## src/rtl/card_pkg.sv

```systemverilog
// Shared widths, street codes, FSM states and the card payload type for the hold'em dealer.
package card_pkg;

  localparam int unsigned RANK_W    = 4;
  localparam int unsigned SUIT_W    = 2;
  localparam int unsigned NUM_RANKS = 13;
  localparam int unsigned DECK_SIZE = 52;
  localparam int unsigned NUM_SLOTS = 7;
  localparam int unsigned IDX_W     = 6;
  localparam int unsigned SLOT_W    = 3;
  localparam int unsigned STREET_W  = 3;
  localparam int unsigned LFSR_W    = 16;
  localparam int unsigned ACT_CNT_W = 4;

  // x^16 + x^14 + x^13 + x^11 + 1, right-shifting Galois form
  localparam logic [LFSR_W-1:0] LFSR_TAPS = 16'hB400;

  localparam logic [STREET_W-1:0] STREET_IDLE  = 3'd0;
  localparam logic [STREET_W-1:0] STREET_HOLE  = 3'd1;
  localparam logic [STREET_W-1:0] STREET_FLOP  = 3'd2;
  localparam logic [STREET_W-1:0] STREET_TURN  = 3'd3;
  localparam logic [STREET_W-1:0] STREET_RIVER = 3'd4;

  typedef enum logic [2:0] {
    ST_IDLE,
    ST_PICK,
    ST_PROBE,
    ST_WAIT,
    ST_FIRE,
    ST_SHOWDOWN
  } deal_state_e;

  typedef struct packed {
    logic [SUIT_W-1:0] suit;
    logic [RANK_W-1:0] rank;
  } card_t;

  // Deck index 0..51 -> rank = idx mod 13, suit = idx / 13, without a divider
  function automatic card_t idx_to_card(input logic [IDX_W-1:0] idx);
    card_t            c;
    logic [IDX_W-1:0] r;
    if (idx >= IDX_W'(3 * NUM_RANKS)) begin
      c.suit = 2'd3;
      r      = idx - IDX_W'(3 * NUM_RANKS);
    end else if (idx >= IDX_W'(2 * NUM_RANKS)) begin
      c.suit = 2'd2;
      r      = idx - IDX_W'(2 * NUM_RANKS);
    end else if (idx >= IDX_W'(NUM_RANKS)) begin
      c.suit = 2'd1;
      r      = idx - IDX_W'(NUM_RANKS);
    end else begin
      c.suit = 2'd0;
      r      = idx;
    end
    c.rank = RANK_W'(r);
    return c;
  endfunction

endpackage

```

## src/rtl/card_lfsr.sv

```systemverilog
// Free-running 16-bit Galois LFSR; a load replaces the step, and a zero seed falls back to SEED.
module card_lfsr
  import card_pkg::*;
#(
  parameter logic [LFSR_W-1:0] SEED = 16'hACE1
) (
  input  logic              clk,
  input  logic              rst_n,
  input  logic              load,
  input  logic [LFSR_W-1:0] seed,
  output logic [LFSR_W-1:0] value
);

  always_ff @(posedge clk or negedge rst_n) begin
    if (!rst_n) begin
      value <= SEED;
    end else if (load) begin
      value <= (seed == '0) ? SEED : seed;
    end else begin
      value <= {1'b0, value[LFSR_W-1:1]} ^ (value[0] ? LFSR_TAPS : '0);
    end
  end

endmodule

```

## src/rtl/card_dealer.sv

```systemverilog
// Deals one hold'em hand (hole, flop, turn, river) without repeats and strobes the evaluator.
// Build option: CARD_DEALER_FIXED_DECK_EN deals the lowest free indices in order.
module card_dealer
  import card_pkg::*;
#(
  parameter logic [LFSR_W-1:0] LFSR_SEED        = 16'hACE1,
  parameter int unsigned       ACT_PULSE_CYCLES = 1
) (
  input  logic                          clk,
  input  logic                          rst_n,
  input  logic                          seed_load,
  input  logic [LFSR_W-1:0]             seed,
  input  logic                          new_hand,
  input  logic                          next_street,
  output logic [RANK_W-1:0]             player_card1_number,
  output logic [RANK_W-1:0]             player_card2_number,
  output logic [RANK_W-1:0]             community_card1_number,
  output logic [RANK_W-1:0]             community_card2_number,
  output logic [RANK_W-1:0]             community_card3_number,
  output logic [RANK_W-1:0]             community_card4_number,
  output logic [RANK_W-1:0]             community_card5_number,
  output logic [SUIT_W*NUM_SLOTS-1:0]   card_suits,
  output logic [NUM_SLOTS-1:0]          card_valid,
  output logic [STREET_W-1:0]           street,
  output logic                          busy,
  output logic                          activate,
  output logic                          error
);

  deal_state_e            state_q, state_d;
  logic [IDX_W-1:0]       cand_q, cand_d;
  logic [DECK_SIZE-1:0]   used_q, used_d;
  logic [SLOT_W-1:0]      slot_q, slot_d;
  logic [1:0]             remain_q, remain_d;
  logic [STREET_W-1:0]    street_q, street_d;
  card_t                  cards_q [NUM_SLOTS];
  card_t                  cards_d [NUM_SLOTS];
  logic [NUM_SLOTS-1:0]   valid_q, valid_d;
  logic [ACT_CNT_W-1:0]   act_cnt_q, act_cnt_d;
  logic                   busy_q, busy_d;
  logic                   act_q, act_d;
  logic                   err_q, err_d;

  logic [LFSR_W-1:0]      lfsr_value;
  logic [IDX_W-1:0]       pick_cand;
  logic                   lfsr_unused;

  card_lfsr #(
    .SEED (LFSR_SEED)
  ) u_lfsr (
    .clk   (clk),
    .rst_n (rst_n),
    .load  (seed_load),
    .seed  (seed),
    .value (lfsr_value)
  );

  // Starting index for the free-card search of the next draw
`ifdef CARD_DEALER_FIXED_DECK_EN
  assign pick_cand   = '0;
  assign lfsr_unused = ^lfsr_value;
`else
  assign pick_cand   = (lfsr_value[IDX_W-1:0] >= IDX_W'(DECK_SIZE))
                     ? lfsr_value[IDX_W-1:0] - IDX_W'(DECK_SIZE)
                     : lfsr_value[IDX_W-1:0];
  assign lfsr_unused = ^lfsr_value[LFSR_W-1:IDX_W];
`endif

  always_ff @(posedge clk or negedge rst_n) begin
    if (!rst_n) begin
      state_q   <= ST_IDLE;
      cand_q    <= '0;
      used_q    <= '0;
      slot_q    <= '0;
      remain_q  <= '0;
      street_q  <= STREET_IDLE;
      valid_q   <= '0;
      act_cnt_q <= '0;
      busy_q    <= 1'b0;
      act_q     <= 1'b0;
      err_q     <= 1'b0;
      for (int k = 0; k < int'(NUM_SLOTS); k++) cards_q[k] <= '0;
    end else begin
      state_q   <= state_d;
      cand_q    <= cand_d;
      used_q    <= used_d;
      slot_q    <= slot_d;
      remain_q  <= remain_d;
      street_q  <= street_d;
      valid_q   <= valid_d;
      act_cnt_q <= act_cnt_d;
      busy_q    <= busy_d;
      act_q     <= act_d;
      err_q     <= err_d;
      for (int k = 0; k < int'(NUM_SLOTS); k++) cards_q[k] <= cards_d[k];
    end
  end

  always_comb begin
    state_d   = state_q;
    cand_d    = cand_q;
    used_d    = used_q;
    slot_d    = slot_q;
    remain_d  = remain_q;
    street_d  = street_q;
    valid_d   = valid_q;
    act_cnt_d = act_cnt_q;
    act_d     = 1'b0;
    err_d     = 1'b0;
    for (int k = 0; k < int'(NUM_SLOTS); k++) cards_d[k] = cards_q[k];

    case (state_q)
      ST_IDLE, ST_WAIT, ST_SHOWDOWN: begin
        if (new_hand) begin
          used_d   = '0;
          valid_d  = '0;
          slot_d   = '0;
          remain_d = 2'd2;
          street_d = STREET_IDLE;
          state_d  = ST_PICK;
          for (int k = 0; k < int'(NUM_SLOTS); k++) cards_d[k] = '0;
        end else if (next_street) begin
          if (state_q == ST_WAIT) begin
            remain_d = (street_q == STREET_HOLE) ? 2'd3 : 2'd1;
            state_d  = ST_PICK;
          end else begin
            err_d = 1'b1;
          end
        end
      end

      ST_PICK: begin
        err_d   = new_hand | next_street;
        cand_d  = pick_cand;
        state_d = ST_PROBE;
      end

      // Linear probe from the candidate to the next unused card, wrapping at the deck end
      ST_PROBE: begin
        err_d = new_hand | next_street;
        if (used_q[cand_q]) begin
          cand_d = (cand_q == IDX_W'(DECK_SIZE - 1)) ? '0 : cand_q + IDX_W'(1);
        end else begin
          cards_d[slot_q] = idx_to_card(cand_q);
          valid_d[slot_q] = 1'b1;
          used_d[cand_q]  = 1'b1;
          slot_d          = slot_q + SLOT_W'(1);
          if (remain_q != 2'd1) begin
            remain_d = remain_q - 2'd1;
            state_d  = ST_PICK;
          end else begin
            remain_d  = '0;
            street_d  = street_q + STREET_W'(1);
            act_cnt_d = '0;
            state_d   = (street_q == STREET_TURN) ? ST_FIRE : ST_WAIT;
          end
        end
      end

      // Cards are already registered here, so activate rises one cycle after the river card
      ST_FIRE: begin
        err_d = new_hand | next_street;
        if (act_cnt_q < ACT_CNT_W'(ACT_PULSE_CYCLES)) begin
          act_d     = 1'b1;
          act_cnt_d = act_cnt_q + ACT_CNT_W'(1);
        end else begin
          state_d = ST_SHOWDOWN;
        end
      end

      default: state_d = ST_IDLE;
    endcase

    busy_d = (state_d == ST_PICK) || (state_d == ST_PROBE);
  end

  assign player_card1_number    = cards_q[0].rank;
  assign player_card2_number    = cards_q[1].rank;
  assign community_card1_number = cards_q[2].rank;
  assign community_card2_number = cards_q[3].rank;
  assign community_card3_number = cards_q[4].rank;
  assign community_card4_number = cards_q[5].rank;
  assign community_card5_number = cards_q[6].rank;

  always_comb begin
    card_suits = '0;
    for (int k = 0; k < int'(NUM_SLOTS); k++) card_suits[SUIT_W*k +: SUIT_W] = cards_q[k].suit;
  end

  assign card_valid = valid_q;
  assign street     = street_q;
  assign busy       = busy_q;
  assign activate   = act_q;
  assign error      = err_q;

endmodule

```

## config.mk

```make
export PLATFORM = sky130hd
export DESIGN_NAME = card_dealer
export DESIGN_NICKNAME = d
export VERILOG_FILES = /design/src/rtl/card_pkg.sv /design/src/rtl/card_lfsr.sv /design/src/rtl/card_dealer.sv
export SDC_FILE = /design/constraint.sdc
export NUM_CORES = 1
export LEC_CHECK = 0
export ABC_AREA = 1
export BUFFER_PORTS_ARGS = -buffer_cell sky130_fd_sc_hd__buf_2
export CORE_ASPECT_RATIO = 2
export CORE_UTILIZATION = 30
export DETAILED_ROUTE_END_ITERATION = 12
export PLACE_DENSITY_LB_ADDON = 0.1
export SYNTH_ARGS = -nofsm -noshare
export SYNTH_HDL_FRONTEND = slang
export SYNTH_SLANG_ARGS = --single-unit
```

## constraint.sdc

```tcl
create_clock -name clk -period 3.9 [get_ports clk]
set_input_delay 0.39 -clock clk [delete_from_list [all_inputs] [get_ports clk]]
set_output_delay 0.39 -clock clk [all_outputs]
set_load 0.01 [all_outputs]
```

==> results.yml, run 1 <==
place:
  hpwl_um: 17600
  port_buffers: 75
  place_area_sq_um: 8380
  gp_congestion: 0.810
finish:
  antenna_cells: 0
  syn2layout_area_growth_pct: 16.9
  nNetsFinal: 1141
  postLayoutCellArea_sq_um: 9000
  layout-drive-gt1-share: 0.128
route:
  drc_errors: 0
  drt_iter0_markers: 447
  wl_per_cell_um: 16.6
  vias_per_cell: 4.81
  drt-pass1-iter-count: 4
  vias: 6978
  ant_nets: 0
  routed_wl_um: 24100
clocking:
  worstSkewPairLatency_ns: 0.45
  cts_hold_buffers: 0
  postCtsSetupRepairBufs: 0
  clockBufferDepth: 2
  ctsRootBufferMaster: "clkbuf_16"
  clock-sinks: 141
  cts_resized: 0
  cts_tree: "yes"
  path_clk_slew_ns: 0.06
  cts_max_level: 4
  numCtsBuffers: 17
logic_synthesis:
  ys_ff_latch: 141
  synth-edff-count: 0
  syn_area_per_cell_sq_um: 7.43
  syn_area_sq_um: 7700
  ys_types: 39
  synth_warnings: 0
  synth_top_flop_cell: "dfrtp_1"
  ys_async_sr_fraction: 1.00
  synthCells: 1036
  syn-num-nets: 1075
  ys_seq_area_frac: 0.459
global_routing:
  first_global_vias: 7078
  antenna_found_initial: 0
  grt-ovfl-total: 0
  grt_pass1_wl_um: 38600
  grt_usage: 0.196
  grt_max_degree: 89
timing:
  worst-slew-pin-transition_ns: 0.896
  maxSlewViolCount: 0
  hold_viol: 1
  finalCritPeriodShare: 0.781
  max_freq_mhz: 328
  tns_ns: 0
  fin_skew_ns: 0.00984
  period_needed_ns: 3.05
  relSlewSlack: 0.403
  whs_ns: -0.00406
  setup_viol: 0
  rsz0062_at_grt: "no"
floorplan:
  die_w_um: 115
  rows: 82
  fp.dieH_um: 229
  dieArea_sq_um: 26400
  initial_core_util: 0.306
  core_area_sq_um: 25100
  io_pins: 76
setup_path:
  arrival_ns: 3.38
  crit_family: "simple AND/OR/NAND/NOR gates"
  crit_required_ns: 4.23
  crit_type: "flip-flop to flip-flop"
  cp.depth: 15
  crit_chain: "inv_2 -> nand2_1 -> nand3_1 -> nand2_1 -> nand2_1 -> nand2_1 -> o21ai_1 -> nand2_1 -> nor2_2 -> nor2_1 -> nor2_4 -> buf_4 -> nand2_4 -> nand2_1 -> nand2_1"
  cp_slowest_stage_delay_ns: 0.48
  r2r_cells: 15
  critPathBufInv: 2
  cp-end-kind: "flip-flop"
  cp_max_fo: 32
  cp_common_cell: "nand2_1"
  critPathSlowestCell: "nor2_4"
  cp-start-kind: "flip-flop"
job:
  max_cap_viol_count: 0
outcome:
  status: "finished, violations left"
  violations: "negative hold slack"
min_path:
  hp-class: "primary input to asynchronous set/reset pin"
pwr:
  ir_worst_vdd_mv: 0.311
  p_per_area_nw_per_um2: 734
  power_leakage_nw: 4.62
## layout make-up
class / instances / area [sq um]
Sequential cell: 141 / 3540
Clock buffer: 23 / 488
Timing Repair Buffer: 91 / 514
Inverter: 122 / 458
Multi-Input combinational cell: 729 / 3450
Clock inverter: 9 / 133
Tap cell: 336 / 420
Fill cell: 2671 / 16100
## sequential cells by signal, summed over array words and instances, names as in the netlist, 2 cells and up
register / count
community_card1_number: 4
community_card2_number: 4
community_card5_number: 4
player_card1_number: 4
cand_q: 6
street: 3
slot_q: 3
remain_q: 2
act_cnt_q: 4
community_card4_number: 4
card_suits: 14
state_q: 3
card_valid: 7
player_card2_number: 4
used_q: 52
community_card3_number: 4
u_lfsr.value: 16
## cells in the mapped netlist, types with 6 or more instances
library cell  instances  share of area
nand3_1             121          0.079
a21oi_1              23          0.015
nor2_1               73          0.036
o21ai_1              36          0.023
dfrtp_1             133           0.43
inv_1               116          0.057
clkbuf_1             13         0.0063
dfstp_2               8          0.027
buf_2                11         0.0071
ha_1                 18          0.029
o21ai_0              91          0.059
buf_4                15          0.015
xor2_1                6         0.0068
nor3_1                8         0.0052
nand2_1             305           0.15
nand4_1               8         0.0065
## cells in the final DEF, fill, tap and decap left out, drive strengths merged, types with 9 or more instances in the layout
master  count
nand2     310
buf        91
clkbuf     23
ha         18
inv       119
a21oi      24
dfrtp     133
nor3        9
nand3     121
nor2       75
o21ai     127
## final timing paths
check / start / to / slack, ns
min reg2reg: u_lfsr.value[9] / u_lfsr.value[8] / 0.45
max: cand_q[0] / card_suits[11] / 0.85
min: rst_n / u_lfsr.value[8] / -0.004
min in group clk: seed[3] / u_lfsr.value[3] / 0.16
max in group asynchronous: rst_n / card_suits[2] / 3.01
max reg2reg: cand_q[0] / card_suits[11] / 0.85
## kinds of logic (layout without fill, tap and decap cells)
kind of cell | Yosys count | after routing | synth area share
AOI/OAI and AO/OA | 170 | 170 | 0.116
adders and majority gates | 18 | 18 | 0.0292
DFF | 141 | 141 | 0.459
and+or+nand+nor | 533 | 533 | 0.293
buffers and inverters | 166 | 245 | 0.0929
xor gates and xnor gates | 8 | 8 | 0.00910
## layer usage
layer  vias to the layer above  GRT usage  routed length, um
met5                         -          0                  0
met4                         0     0.0958                986
met3                        49     0.0395                574
met2                       122      0.371              13600
met1                      3341      0.196               8900
li1                       3466          -                  -
## stage by stage
stage,power [mW],setup WS (ns),utilization,cells
6_report,6.61,0.854,0.358,1451
5_1_grt,7.14,0.439,0.358,1451
4_1_cts,6.72,0.813,0.358,1451
3_5_place_dp,4.95,0.846,0.334,1419
3_3_place_gp,4.96,0.877,0.334,1419
2_1_floorplan,4.05,1.80,-,1036
## power breakdown
part / leakage [nW] / internal [mW] / switching, mW / total (mW)
combinational: 2.42 / 0.773 / 2.33 / 3.10
clock: 0.300 / 1.07 / 0.653 / 1.73
sequential: 1.90 / 1.64 / 0.140 / 1.78
total: 4.62 / 3.49 / 3.12 / 6.61
Note: power is estimated with default switching activity, not from simulation.
==> inputs of run 2 (changes only) <==
- ABC_AREA: 1 -> 0
- clock period: 3.9 -> 2.7 ns (I/O delays scaled with it)
==> results.yml, run 2 <==
logic_synthesis:
  syn_area_per_cell_sq_um: 10.6
  synth-edff-count: 0
  syn_area_sq_um: 6830
  synth_top_cell_by_area: "dfrtp_1"
  ys_types: 65
  yosys.area.top_type_share: 0.487
  ys_async_sr_fraction: 1.00
  synthCells: 642
  yosys-top-cells-area: "dfrtp_1, nand2_1, o21ai_0"
  syn-num-nets: 681
  synth_top_flop_cell: "dfrtp_1"
  ys_seq_area_frac: 0.518
  ys_ff_latch: 141
  yosys-top-cells-count: "dfrtp_1, nand2_1, o21ai_0, nor2_1, a22o_1"
  synth_warnings: 0
  synth.most_common_cell: "dfrtp_1"
finish:
  layout-drive-gt1-share: 0.361
  multi_input_area_sq_um: 3430
  finalNonFillerCells: 1069
  seq_area_sq_um: 3540
  antenna_cells: 0
  syn2layout_area_growth_pct: 32.9
  fill_cells: 2172
  top_register: "used_q"
  layout_commonest_cell: "dfrtp_1"
  largest_reg_flops: 52
  final_cell_mix: "dfrtp_1, nand2_1, buf_2"
  nNetsFinal: 819
route:
  wl_per_cell_um: 19.9
  drt-pass1-iter-count: 4
  routed_wl_um: 21300
  ant_nets: 0
  drc_errors: 0
  drt_iter0_markers: 178
  vias: 5548
  vias_per_cell: 5.19
clocking:
  clock-sinks: 141
  worstSkewPairLatency_ns: 0.44
  numCtsBuffers: 17
  path_clk_slew_ns: 0.06
  clockBufferDepth: 2
  cts_tree: "yes"
  ctsRootBufferMaster: "clkbuf_16"
  cts_max_level: 4
timing:
  hold_viol: 0
  whs_ns: 0.0647
  finalCritPeriodShare: 1.04
  fin_ws_ns: -0.118
  relSlewSlack: 0.551
  rsz0062_at_grt: "yes"
  worst-slew-pin-transition_ns: 0.673
  maxSlewViolCount: 0
  period_needed_ns: 2.82
  max_freq_mhz: 355
  setup_viol: 67
  fin_skew_ns: 0.00766
setup_path:
  arrival_ns: 3.14
  r2r_cells: 11
  crit_type: "flip-flop to flip-flop"
  crit_required_ns: 3.02
  cp-start-kind: "flip-flop"
  cp-end-kind: "flip-flop"
  cp_max_fo: 7
  rrSetupSlack_ns: -0.12
global_routing:
  antenna_found_initial: 0
  grt-ovfl-total: 0
  grt_max_degree: 66
  first_global_vias: 5825
  grt_usage: 0.193
  grt_pass1_wl_um: 33300
floorplan:
  fp.dieH_um: 215
  core_area_sq_um: 22300
  dieArea_sq_um: 23400
  die_w_um: 109
  rows: 77
  initial_core_util: 0.307
  io_pins: 76
pwr:
  power_leakage_nw: 4.17
  ir_worst_vdd_mv: 0.487
  p_per_area_nw_per_um2: 1090
min_path:
  hp-class: "primary input to flip-flop"
  hold_depth: 3
outcome:
  status: "finished, violations left"
  violations: "negative setup slack"
place:
  numPlacedInstances: 1021
  hpwl_um: 16000
  port_buffers: 75
  gp_congestion: 0.852
job:
  max_cap_viol_count: 0
-- run 2: kinds of logic (layout without fill, tap and decap cells) --
kind of cell,count (synthesis),count (layout),synth area share
and+or+nand+nor,212,212,0.147
AOI/OAI and AO/OA,177,177,0.188
DFF,141,141,0.518
buffers and inverters,54,205,0.0346
muxes,33,33,0.0702
adders and majority gates,18,18,0.0330
xor gates and xnor gates,7,7,0.00898
-- run 2: final timing paths --
path / startpoint / endpoint
setup / recovery: cand_q[1] / community_card3_number[1]
hold / removal: seed[12] / u_lfsr.value[12]
setup reg to reg: cand_q[1] / community_card3_number[1]
hold reg to reg: u_lfsr.value[12] / u_lfsr.value[11]
max in group asynchronous: rst_n / u_lfsr.value[0]
min in group asynchronous: rst_n / busy
-- run 2: layout make-up --
class	instances	share of cell area
repair buffers	158	0.124
multi-input cells	447	0.378
well taps	276	0.0381
flip-flops and latches	141	0.390
clock inverters	10	0.00869
clock buffers	22	0.0545
inverters	15	0.00621
-- run 2: critical path, stage by stage, from the launching register on --
cell,delay (ns)
dfrtp_2,0.48
buf_4,0.16
buf_4,0.14
mux4_2,0.34
nand2_2,0.08
and3_4,0.21
o41a_4,0.52
a21oi_4,0.19
buf_6,0.13
nor3_4,0.04
buf_12,0.15
a32o_1,0.24
-- run 2: timing repair --
item                                   CTS  global route
pin swaps                               20             9
cloned                                   0             0
resized for setup                       80            63
endpoints found under the hold margin   61             0
setup buffers                           13             6
hold buffers                             1             0
setup endpoints to repair              119           113
-- run 2: layer usage --
metal,up-vias,wire length [um],part of all wire,track usage
li1,2608,-,-,-
met1,2765,7640,0.36,0.195
met2,126,12000,0.56,0.358
met3,49,588,0.028,0.0322
met4,0,1050,0.050,0.112
met5,-,0,0,0
-- run 2: report_power, final --
group          total, mW  switching [mW]  leakage (nW)  internal, mW
Combinational       4.87            2.78          2.01          2.09
Clock               2.25           0.948         0.272          1.31
Sequential          2.74           0.303          1.89          2.43
Total               9.86            4.03          4.17          5.83
-- run 2: per-stage QoR --
step            util  worst slack, ns  power, mW  area (sq um)  TNS, ns
6_report       0.408           -0.118       9.86          9070    -2.26
3_5_place_dp   0.357           -0.561       6.78          7940   -24.29
4_1_cts        0.399          -0.0892       9.67          8870   -0.489
2_1_floorplan      -           0.0606       4.95          6830        0
3_3_place_gp   0.357           -0.495       6.74          7940   -15.84
5_1_grt        0.408           -0.201       10.4          9070   -13.79
==> inputs of run 3 (changes only) <==
- TNS_END_PERCENT: not set -> 30
==> results.yml, run 3 (synthesis gave the netlist of run 2 again) <==
finish:
  largest_reg_flops: 52
  antenna_cells: 0
  layout_commonest_cell: "dfrtp_1"
  nNetsFinal: 816
  final_cell_mix: "dfrtp_1, nand2_1, buf_2"
  finalNonFillerCells: 1066
  syn2layout_area_growth_pct: 33.9
  layout-drive-gt1-share: 0.380
  top_register: "used_q"
global_routing:
  antenna_found_initial: 0
  grt_max_degree: 66
  first_global_vias: 5815
  grt_usage: 0.192
  grt-ovfl-total: 0
  grt_pass1_wl_um: 33300
route:
  drt_iter0_markers: 281
  routed_wl_um: 21300
  vias_per_cell: 5.17
  drt-pass1-iter-count: 4
  drc_errors: 0
  wl_per_cell_um: 20.0
  ant_nets: 0
  vias: 5513
floorplan:
  die_w_um: 109
  rows: 77
  fp.dieH_um: 215
  core_area_sq_um: 22300
  initial_core_util: 0.307
  io_pins: 76
  dieArea_sq_um: 23400
timing:
  fin_skew_ns: 0.00828
  rsz0062_at_grt: "yes"
  period_needed_ns: 2.83
  fin_ws_ns: -0.128
  setup_viol: 21
  maxSlewViolCount: 0
  finalCritPeriodShare: 1.05
  relSlewSlack: 0.554
  max_freq_mhz: 354
  worst-slew-pin-transition_ns: 0.669
  hold_viol: 0
clocking:
  cts_max_level: 4
  worstSkewPairLatency_ns: 0.44
  numCtsBuffers: 17
  clock-sinks: 141
  clockBufferDepth: 2
  ctsRootBufferMaster: "clkbuf_16"
  cts_tree: "yes"
  path_clk_slew_ns: 0.06
pwr:
  power_leakage_nw: 4.17
  switchingPower_mw: 4.09
  seqPwrFrac: 0.276
  switching_share: 0.412
  p_per_area_nw_per_um2: 1090
  internal_power_mw: 5.84
  p_total_mw: 9.93
  p_clk_frac: 0.228
  ir_worst_vdd_mv: 0.484
  power_frac_comb: 0.496
setup_path:
  cp_max_fo: 6
  crit_family: "compound AO/OA/AOI/OAI gates"
  cp-start-kind: "flip-flop"
  critPathSlowestCell: "dfrtp_2"
  cp_common_cell: "buf_6"
  arrival_ns: 3.15
  crit_chain: "buf_6 -> buf_6 -> mux4_2 -> nand2_2 -> and3_4 -> o41ai_4 -> buf_4 -> nand3b_1 -> a32o_2 -> mux2_4"
  crit_type: "flip-flop to flip-flop"
  cp_slowest_stage_delay_ns: 0.49
  critPathBufInv: 3
  crit_required_ns: 3.02
  cp-end-kind: "flip-flop"
outcome:
  violations: "negative setup slack"
  status: "finished, violations left"
place:
  port_buffers: 75
  hpwl_um: 16000
  numPlacedInstances: 1021
  gp_congestion: 0.852
min_path:
  hp-class: "primary input to flip-flop"
job:
  max_cap_viol_count: 0
run 3: cell types whose count changed in the layout (fill, tap and decap cells not counted), sizes merged:
cell  previous run  this run
buf            157       154
run 3: per-stage QoR:
| step | area [sq um] | TNS [ns] | hold slack (ns) | utilization | worst slack (ns) |
|---|---|---|---|---|---|
| after floorplan | 6830 | 0 | -0.0256 | - | 0.0606 |
| after global placement | 7940 | -15.84 | 0.306 | 0.357 | -0.495 |
| after detailed placement | 7940 | -24.29 | 0.317 | 0.357 | -0.561 |
| after CTS | 8850 | -0.772 | 0.0446 | 0.398 | -0.102 |
| after global routing | 9140 | -7.23 | 0.0548 | 0.411 | -0.198 |
| final | 9140 | -0.742 | 0.0618 | 0.411 | -0.128 |
run 3: power by group through the flow:
stage | combinational, mW | sequential, mW | clock [mW]
2_1_floorplan | 2.25 | 2.69 | 0
3_3_place_gp | 3.98 | 2.75 | 0
3_5_place_dp | 4.01 | 2.77 | 0
4_1_cts | 4.60 | 2.74 | 2.31
5_1_grt | 5.28 | 2.79 | 2.40
6_report | 4.92 | 2.74 | 2.26
run 3: final timing paths:
kind / from / end / slack [ns] / cells after the start
max: cand_q[1] / remain_q[0] / -0.13 / 10
min: seed[12] / u_lfsr.value[12] / 0.06 / 3
max reg2reg: cand_q[1] / remain_q[0] / -0.13 / 10
min reg2reg: u_lfsr.value[12] / u_lfsr.value[11] / 0.47 / 1
max in group asynchronous: rst_n / u_lfsr.value[0] / 1.57 / 3
min in group asynchronous: rst_n / busy / 0.40 / 2
run 3: cell type report:
| class | instances | area, sq um |
|---|---|---|
| clock inverters | 10 | 78.8 |
| well taps | 276 | 345 |
| multi-input cells | 447 | 3500 |
| flip-flops and latches | 141 | 3540 |
| repair buffers | 155 | 1120 |
| clock buffers | 22 | 494 |
| inverters | 15 | 56.3 |
| fillers | 2158 | 13100 |
run 3: layer usage:
layer / GRT usage / vias up / wire length [um]
met5: 0 / - / 0
met2: 0.359 / 116 / 12100
met3: 0.0322 / 43 / 512
li1: - / 2600 / -
met4: 0.109 / 0 / 892
met1: 0.194 / 2754 / 7780
run 3: worst reg2reg max path, cell delays in order (launching register included):
cell	delay (ns)
dfrtp_2	0.49
buf_6	0.15
buf_6	0.11
mux4_2	0.34
nand2_2	0.07
and3_4	0.21
o41ai_4	0.48
buf_4	0.22
nand3b_1	0.07
a32o_2	0.26
mux2_4	0.30
run 3: timing repair:
item / in CTS / in global routing
resized for setup: 68 / 107
endpoints found under the hold margin: 61 / 0
buffers inserted: 13 / 3
pin swaps: 22 / 37
hold buffers: 1 / 0
setup endpoints to repair: 119 / 113
gates cloned: 0 / 0
